==> config.mk <==
export PLATFORM = sky130hd
export DESIGN_NAME = fetch_align_buffer
export DESIGN_NICKNAME = d
export VERILOG_FILES = /design/src/rtl/fetch_align_buffer.sv
export SDC_FILE = /design/constraint.sdc
export NUM_CORES = 1
export LEC_CHECK = 0
export CAP_MARGIN = 20
export CORE_MARGIN = 8
export CORE_UTILIZATION = 52
export CTS_BUF_LIST = sky130_fd_sc_hd__clkbuf_4 sky130_fd_sc_hd__clkbuf_8
export DETAILED_ROUTE_END_ITERATION = 6
export PLACE_DENSITY_LB_ADDON = 0.2
export SETUP_SLACK_MARGIN = 0.2
export SLEW_MARGIN = 20
export SYNTH_ARGS = -nofsm -noshare
export SYNTH_HDL_FRONTEND = slang
export SYNTH_SLANG_ARGS = --single-unit
==> constraint.sdc <==
create_clock -name clk -period 4.18 [get_ports clk]
set_input_delay 0.836 -clock clk [delete_from_list [all_inputs] [get_ports clk]]
set_output_delay 0.836 -clock clk [all_outputs]
set_load 0.05 [all_outputs]
==> src/rtl/fetch_align_buffer.sv <==
// Halfword alignment queue between fetch and decode: reassembles split 32-bit
// instructions and expands RV32C. Define FETCH_ALIGN_ILLEGAL_EN to drive illegal_o.
module fetch_align_buffer #(
    parameter int unsigned DEPTH_HW = 8,
    parameter logic [31:0] RESET_PC = 32'h0000_0000
) (
    input  logic        clk,
    input  logic        rst,
    input  logic        fetch_valid_i,
    output logic        fetch_ready_o,
    input  logic [31:0] fetch_data_i,
    input  logic [31:0] fetch_pc_i,
    input  logic        flush_i,
    output logic        inst_valid_o,
    input  logic        inst_ready_i,
    output logic [31:0] inst_o,
    output logic [31:0] inst_pc_o,
    output logic        inst_comp_o,
    output logic        illegal_o
);
    localparam int unsigned AW = $clog2(DEPTH_HW);
    localparam logic [AW:0] DEPTH_CNT = (AW+1)'(DEPTH_HW);

    logic [15:0]   mem [DEPTH_HW];
    logic [AW-1:0] head, tail;
    logic [AW:0]   count;
    logic [31:0]   head_pc;
    logic          need_pc;

    logic [15:0] hw0, hw1;
    logic        is_comp, avail, accept, pop;
    logic [1:0]  push_n, pop_n;
    logic [31:0] expanded;

    function automatic logic [31:0] expand(input logic [15:0] c);
        logic [4:0]  rd, rs2, rdp, rs1p;
        logic [11:0] jo;
        logic [8:0]  bo;
        logic [31:0] r;
        rd   = c[11:7];
        rs2  = c[6:2];
        rdp  = {2'b01, c[4:2]};
        rs1p = {2'b01, c[9:7]};
        jo   = {c[12], c[8], c[10:9], c[6], c[7], c[2], c[11], c[5:3], 1'b0};
        bo   = {c[12], c[6:5], c[2], c[11:10], c[4:3], 1'b0};
        r    = 32'd3;
        case ({c[1:0], c[15:13]})
            5'b00_000: if ({c[12:5]} != '0)
                r = {2'b00, c[10:7], c[12:11], c[5], c[6], 2'b00, 5'd2, 3'b000, rdp, 7'h13};
            5'b00_010: r = {5'b0, c[5], c[12:10], c[6], 2'b00, rs1p, 3'b010, rdp, 7'h03};
            5'b00_110: r = {5'b0, c[5], c[12], rdp, rs1p, 3'b010, c[11:10], c[6], 2'b00, 7'h23};
            5'b01_000: r = {{7{c[12]}}, c[6:2], rd, 3'b000, rd, 7'h13};
            5'b01_001, 5'b01_101:
                r = {jo[11], jo[10:1], jo[11], {8{jo[11]}}, (c[15] ? 5'd0 : 5'd1), 7'h6f};
            5'b01_010: r = {{7{c[12]}}, c[6:2], 5'd0, 3'b000, rd, 7'h13};
            5'b01_011: begin
                if (rd == 5'd2) begin
                    if ({c[12], c[6:2]} != '0)
                        r = {{3{c[12]}}, c[4:3], c[5], c[2], c[6], 4'b0, 5'd2, 3'b000, 5'd2, 7'h13};
                end else if ({c[12], c[6:2]} != '0) begin
                    r = {{15{c[12]}}, c[6:2], rd, 7'h37};
                end
            end
            5'b01_100: case (c[11:10])
                2'b00: if (!c[12]) r = {7'b0, c[6:2], rs1p, 3'b101, rs1p, 7'h13};
                2'b01: if (!c[12]) r = {7'b0100000, c[6:2], rs1p, 3'b101, rs1p, 7'h13};
                2'b10: r = {{7{c[12]}}, c[6:2], rs1p, 3'b111, rs1p, 7'h13};
                default: if (!c[12]) begin
                    case (c[6:5])
                        2'b00:   r = {7'b0100000, rdp, rs1p, 3'b000, rs1p, 7'h33};
                        2'b01:   r = {7'b0, rdp, rs1p, 3'b100, rs1p, 7'h33};
                        2'b10:   r = {7'b0, rdp, rs1p, 3'b110, rs1p, 7'h33};
                        default: r = {7'b0, rdp, rs1p, 3'b111, rs1p, 7'h33};
                    endcase
                end
            endcase
            5'b01_110, 5'b01_111:
                r = {bo[8], {2{bo[8]}}, bo[8:5], 5'd0, rs1p, 2'b00, c[13], bo[4:1], bo[8], 7'h63};
            5'b10_000: if (!c[12]) r = {7'b0, c[6:2], rd, 3'b001, rd, 7'h13};
            5'b10_010: if (rd != '0)
                r = {4'b0, c[3:2], c[12], c[6:4], 2'b00, 5'd2, 3'b010, rd, 7'h03};
            5'b10_100: begin
                if (!c[12]) begin
                    if (rs2 == '0) begin
                        if (rd != '0) r = {12'b0, rd, 3'b000, 5'd0, 7'h67};
                    end else begin
                        r = {7'b0, rs2, 5'd0, 3'b000, rd, 7'h33};
                    end
                end else if (rs2 == '0 && rd == '0) begin
                    r = 32'h0010_0073;
                end else if (rs2 == '0) begin
                    r = {12'b0, rd, 3'b000, 5'd1, 7'h67};
                end else begin
                    r = {7'b0, rs2, rd, 3'b000, rd, 7'h33};
                end
            end
            5'b10_110: r = {4'b0, c[8:7], c[12], rs2, 5'd2, 3'b010, c[11:9], 2'b00, 7'h23};
            default: r = 32'd3;
        endcase
        return r;
    endfunction

    assign hw0      = mem[head];
    assign hw1      = mem[head + AW'(1)];
    assign is_comp  = hw0[1:0] != 2'b11;
    assign avail    = is_comp ? (count != '0) : (count >= (AW+1)'(2));
    assign expanded = expand(hw0);

    assign fetch_ready_o = !flush_i && ((DEPTH_CNT - count) >= (AW+1)'(2));
    assign inst_valid_o  = avail && !flush_i;
    assign inst_o        = !avail ? 32'h0000_0013 : (is_comp ? expanded : {hw1, hw0});
    assign inst_comp_o   = avail && is_comp;
    assign inst_pc_o     = head_pc;

`ifdef FETCH_ALIGN_ILLEGAL_EN
    assign illegal_o = inst_valid_o && is_comp && (hw0 == '0 || expanded == 32'd3);
`else
    assign illegal_o = 1'b0;
`endif

    assign accept = fetch_valid_i && fetch_ready_o;
    assign push_n = !accept ? 2'd0 : (fetch_pc_i[1] ? 2'd1 : 2'd2);
    assign pop    = inst_valid_o && inst_ready_i;
    assign pop_n  = !pop ? 2'd0 : (is_comp ? 2'd1 : 2'd2);

    always_ff @(posedge clk) begin
        if (accept) begin
            if (fetch_pc_i[1]) begin
                mem[tail] <= fetch_data_i[31:16];
            end else begin
                mem[tail]          <= fetch_data_i[15:0];
                mem[tail + AW'(1)] <= fetch_data_i[31:16];
            end
        end
    end

    always_ff @(posedge clk or posedge rst) begin
        if (rst) begin
            count   <= '0;
            head    <= '0;
            tail    <= '0;
            head_pc <= RESET_PC;
            need_pc <= 1'b1;
        end else if (flush_i) begin
            count   <= '0;
            head    <= '0;
            tail    <= '0;
            need_pc <= 1'b1;
        end else begin
            count <= count + (AW+1)'(push_n) - (AW+1)'(pop_n);
            tail  <= tail + AW'(push_n);
            head  <= head + AW'(pop_n);
            if (pop)
                head_pc <= head_pc + (is_comp ? 32'd2 : 32'd4);
            // need_pc implies an empty buffer, so capture never races a pop
            if (accept && need_pc) begin
                head_pc <= fetch_pc_i;
                need_pc <= 1'b0;
            end
        end
    end
endmodule

# [Word-level counts from Yosys, hierarchy flattened]
# Memory sizes are Yosys's and may differ from the RTL's.
# Index checks and enable logic that the tools add are counted.
[op_classes] bitwise=2 n_lt_le_gt_ge=2 n_mux=40 n_addsub=8 n_reduce_logical=22 n_eq_ne=20
[op_table] operator="$pmux W32 S13" n=1
[op_table] operator="$mux W32" n=9
[op_table] operator="$mux W25" n=4
[op_table] operator="$pmux W32 S3" n=1
[op_table] operator="$pmux W31 S3" n=1
[op_table] operator="$mux W31" n=2
[op_table] operator="$eq A5 B4 Y1 const B" n=8
[op_table] operator="$add A32 B3 Y32" n=1
[op_table] operator="$mux W30" n=1
[op_table] operator="$mux W28" n=1
[op_table] operator="$eq A5 B5 Y1 const B" n=4
[op_table] operator="$mux W20" n=1
[op_table] operator="$mux W16" n=1
[op_table] operator="$logic_not A5 Y1" n=3
[op_table] operator="$eq A5 B2 Y1 const B" n=2
[op_table] operator="$mux W1" n=10
[op_table] operator="$mux W3" n=3
[op_table] operator="$ge A4 B2 Y1 const B" n=2
[op_table] operator="$mux W2" n=4
[op_table] operator="$reduce_bool A8 Y1" n=1
[op_table] operator="$logic_and A1 B1 Y1" n=7
[op_table] operator="$add A3 B1 Y3 const B" n=2
[op_table] operator="$add A3 B2 Y3" n=2
[op_table] operator="$reduce_bool A6 Y1" n=1
[op_table] operator="other kinds (17)" n=22
[totals] wordCells=100 inputBits=69 ff_bits=43 mem_count=1 mem_bits_rw=128
[memory_table] name="mem" depth=8 width=16 read_ports=2 rd_clocked_by_memory_dff=0 wr=2 line="24" source="logic [15:0] mem [DEPTH_HW];"

# [Logic depth before layout (Yosys ltp)]
[logic_depth] ltp_word=8 ltp_mapped=18

# [Worst setup path after synthesis]
# OpenSTA, ideal clock, no wires.
[synth_timing] path_type="flip-flop to output port" from="register head[0]" to="output port inst_o[20]" arrival_ns=3.760 path_stages_with_launch=11 t_required_ns=3.344 path_slack_ns=-0.416 path_cell_list="dfrtp_1 buf_6 mux4_2 mux2i_4 nand2_1 a2111oi_4 and2_0 buf_4 nand2b_1 a21oi_1 a221oi_1"
[synth_via] elab_chain_cells=8 word_cells_on_any_way=44 cone_classes="1 x add/sub; 18 x eq/ne; 16 x mux; 8 x reduce/logical; 1 x memory"
[synth_rtl] item="start: declaration" line="25" source="logic [AW-1:0] head, tail;"
[synth_rtl] item="start signal: assignment" line="152" source="head <= head + AW'(pop_n);"
[synth_rtl] item="$mem_v2 Z8 W16 (*)"
[synth_rtl] item="$logic_not A5 Y1 (on tied branches)" line="84, 89, 91"
[synth_rtl] item="$mux W25 or $logic_and A1 B1 Y1 (tied branches)" line="91, 89"
[synth_rtl] item="$mux W25" line="89" source="end else if (rs2 == '0 && rd == '0) begin"
[synth_rtl] item="$mux W32" line="83" source="if (!c[12]) begin"
[synth_rtl] item="$pmux W32 S13" line="47" source="case ({c[1:0], c[15:13]})"
[synth_rtl] item="$mux W32" line="111" source="assign inst_o = !avail ? 32'h0000_0013 : (is_comp ? expanded : {hw1, hw0});"
[synth_rtl] item="$mux W32 (*)" line="111"
[synth_rtl] item="end: declaration" line="16" source="output logic [31:0] inst_o,"
# Every way passes the cells marked *; elsewhere a longest branch is shown, timed or not.

# [Worst setup path in the final report]
[layout_timing] from="register head[0]" to="output port inst_o[26]"
[layout_via] elab_chain_cells=7 word_cells_on_any_way=39 cone_classes="1 x add/sub; 18 x eq/ne; 12 x mux; 7 x reduce/logical; 1 x memory"
[layout_rtl] item="$mem_v2 Z8 W16 (*)"
[layout_rtl] item="$reduce_bool A6 Y1" line="58, 60"
[layout_rtl] item="$mux W32 (on tied branches)" line="60, 58"
[layout_rtl] item="$mux W32" line="57" source="if (rd == 5'd2) begin"
[layout_rtl] item="$pmux W32 S13" line="47"
[layout_rtl] item="$mux W32" line="111"
[layout_rtl] item="$mux W32 (*)" line="111"
# Marks and branches as above.

==> summary.md <==
| Metric | Value |
|---|---|
| CP most frequent cell | `buf_6` |
| CTS tree | `done` |
| TritonCTS Buffers | `17` |
| Num rows | `55` |
| 1st-pass router iterations | `5` |
| Die X | `167 um` |
| Max-cap violation count | `0` |
| Critical path arrival | `3.56 ns` |
| Critical Path RT | `3.34 ns` |
| Vias/cell | `6.25` |
| Final Setup Violations | `22` |
| Max IR drop VDD | `0.355 mV` |
| Ports | `137` |
| Die H | `167 um` |
| DRT iter0 DRCs | `between 1,000 and 1,500` |
| Fin. max-slew vios | `0` |
| Critical path class | `flop to output port` |
| Area grow syn2layout | `36.0%` |
| DP HPWL | `27.5 mm` |
| Fraction of final layout cells sized beyond drive strength 1 | `32.7%` |
| Avg WL per Cell | `23.6 um` |
| Slew HR | `34.5%` |
| Number of global-route vias before repair | `a little over 10,000` |
| Hold_buf cts | `0` |
| Inserted Diodes | `0` |
| Post-synthesis cell type count | `between 90 and 100` |
| GRT overflow | `0` |
| Clock Skews | `0.0139 ns` |
| Most frequent cells in the layout | `165 x nor2_1, 138 x a21oi_1, 138 x buf_4` |
| Ys async rst share | `25.1%` |
| Most common cell after layout, fill and taps aside | `nor2_1` |
| Clk_lat worst skew | `between 0.4 and 0.5 ns` |
| Synth Warn # | `0` |
| Worst-path clk slew | `approximately 0.090 ns` |
| Final period util | `105%` |
| Hold Crit Depth | `2` |
| Post-Layout Cell Count | `1,654` |
| ANT nets after route | `0` |
| Gr usage total | `27.3%` |
| Pwr Total | `10.8 mW` |
| Register area share after synthesis | `41.4%` |
| Tightest hold margin | `0.503 ns` |
| DP Cell Count | `1,558` |
| Max incr delay on CP | `0.55 ns` |
| Gpl congestion | `0.988` |
| Post-synth EDFFs | `around 130` |
| Slowest CP cell | `mux4_2` |
| Yosys reg bits | `171` |
| Static leakage | `around 6 nW` |
| RSZ-0062 raised after global routing | `yes` |
| Startpoint Class | `flop` |
| Fmax | `228 MHz` |
| Post-synthesis average cell area | `roughly 11 um^2` |
| Pin count of the biggest net entering global routing | `51` |
| Number of clock sinks | `171` |
| Status | `finished, violations left` |
| Hold WC Path Type | `flop to flop` |
| Failing checks | `negative setup slack` |
| CTS H-tree depth | `4` |
| CP Cell Sequence | `buf_6, buf_12, mux4_2, mux2i_4, buf_6, buf_6, buf_6, nand3_4, o21bai_4, a21oi_2, nor2_1, a2111oi_2, buf_4, a221oi_4, buf_12` |
| Minimum clock period | `4.39 ns` |
| Die ar. | `28,000 um^2` |
| IO buf count | `133` |
| Initial antenna violation count | `0` |
| Starting Density | `52.7%` |
| Core region area | `about 23,000 um^2` |
| Worst Max-Slew Pin Slew | `approximately 0.98 ns` |
| Ys flop type | `edfxtp_1` |
| CP Capture Type | `output port` |
| Setup WS post-layout | `-0.214 ns` |
| Global-route wire length before repair | `between 50 and 60 mm` |
| Pwr dens | `669 nW/um^2` |
| Critical path peak fanout | `6` |
| DRC | `0` |
| Clock Tree Buf Depth | `2` |
| Layout Nets | `1,444` |
| Final Hold Viols | `0` |
| Post-Syn Area | `about 12,000 um^2` |
| Via count | `slightly above 10,000` |
| Worst reg2reg path depth | `15` |
| Total Wirelength | `39.0 mm` |
| Post-Synthesis Cells | `1,122` |
| Clock root cell | `clkbuf_8` |
-- critical path, delay by kind of cell (launching register included) --
| family | cells | cell delay [ns] |
|---|---|---|
| buffers and inverters | 7 | 1.02 |
| muxes | 2 | 0.81 |
| AOI/OAI and AO/OA | 4 | 0.59 |
| DFF | 1 | 0.41 |
| and+or+nand+nor | 2 | 0.27 |
-- power breakdown --
part | internal (mW) | switching (mW)
combinational | 3.21 | 4.11
sequential | 2.13 | 0.253
clock | 0.469 | 0.643
total | 5.81 | 5.01
-- cell families (layout without fill, tap and decap cells) --
logic type / count (synthesis) / after routing / synth area share, %
simple gates: 350 / 350 / 13.8
compound gates: 263 / 263 / 13.5
flops: 171 / 171 / 41.4
mux: 158 / 158 / 21.1
buf+inv: 128 / 374 / 5.56
xor+xnor: 32 / 32 / 2.36
fa+ha+maj: 18 / 18 / 2.21
other cells: 2 / 3 / 0.0632
-- metrics by stage --
stage          area [um^2]  setup TNS [ns]  utilization [%]  worst slack [ns]
6_report             16200           -2.21             71.6            -0.214
3_3_place_gp         14500               0             64.1            0.0385
4_1_cts              15800          -0.974             70.0            -0.109
2_1_floorplan        12100               0                -            0.0793
5_1_grt              16200           -4.48             71.6            -0.298
3_5_place_dp         14500               0             64.1            0.0380
-- layer usage --
layer  vias up  GRT usage (%)  part of all wire, %  wire length (um)
met2       550           46.1                   49             19100
met5         -              0                    0                 0
met4         0           12.0                  4.0              1550
li1       4636              -                    -                 -
met3       129           4.77                  7.8              3060
met1      5018           34.1                   39             15300
-- worst paths after layout --
check	startpoint	to	slack [ns]
hold reg to reg	need_pc	need_pc	0.50
max in group asynchronous	rst	head[1]	2.60
setup / recovery	head[0]	inst_o[26]	-0.21
hold / removal	need_pc	need_pc	0.50
min in group asynchronous	rst	tail[2]	0.90
setup reg to reg	head[1]	count[3]	0.14
-- what timing repair did --
action                                  4_1_cts  5_1_grt
buffers inserted                             44       16
pin swaps                                    35       27
cloned                                        4        1
endpoints found under the setup margin       37       34
gates resized for setup                     139       43
-- Yosys cell counts (6+ instances only) --
library cell	number	share of area, %
o22ai_1	7	0.37
mux2i_1	67	5.6
nor3_1	15	0.63
a21oi_1	152	6.4
xnor2_1	21	1.5
edfxtp_1	128	32
a211oi_1	6	0.38
a31oi_1	9	0.47
inv_1	37	1.2
nand3_1	28	1.2
buf_2	10	0.42
clkbuf_1	43	1.4
buf_4	7	0.44
a221oi_1	10	0.74
ha_1	13	1.4
mux2_2	22	2.1
mux4_1	17	3.8
nor2_1	177	5.6
nor4_1	6	0.32
xor2_1	11	0.81
dfrtp_1	42	8.8
nand2b_1	7	0.37
nor2b_1	12	0.63
nand2_1	58	1.8
clkbuf_2	13	0.55
o21ai_0	29	1.2
mux4_2	42	8.0
nand4_1	6	0.32
-- registers in the layout, indices dropped and copies added, names as in the netlist --
register and flops:
head 3, tail 3, mem 128, count 4
need_pc 1, inst_pc_o 32
-- layout make-up --
cell class	instances	area, um^2
fillers	1585	6410
inverters	38	143
well taps	285	357
repair buffers	305	3200
multi-input cells	824	7180
clock inverters	14	123
clock buffers	17	234
flip-flops and latches	171	4920
Power figures use the tool's default switching activity.
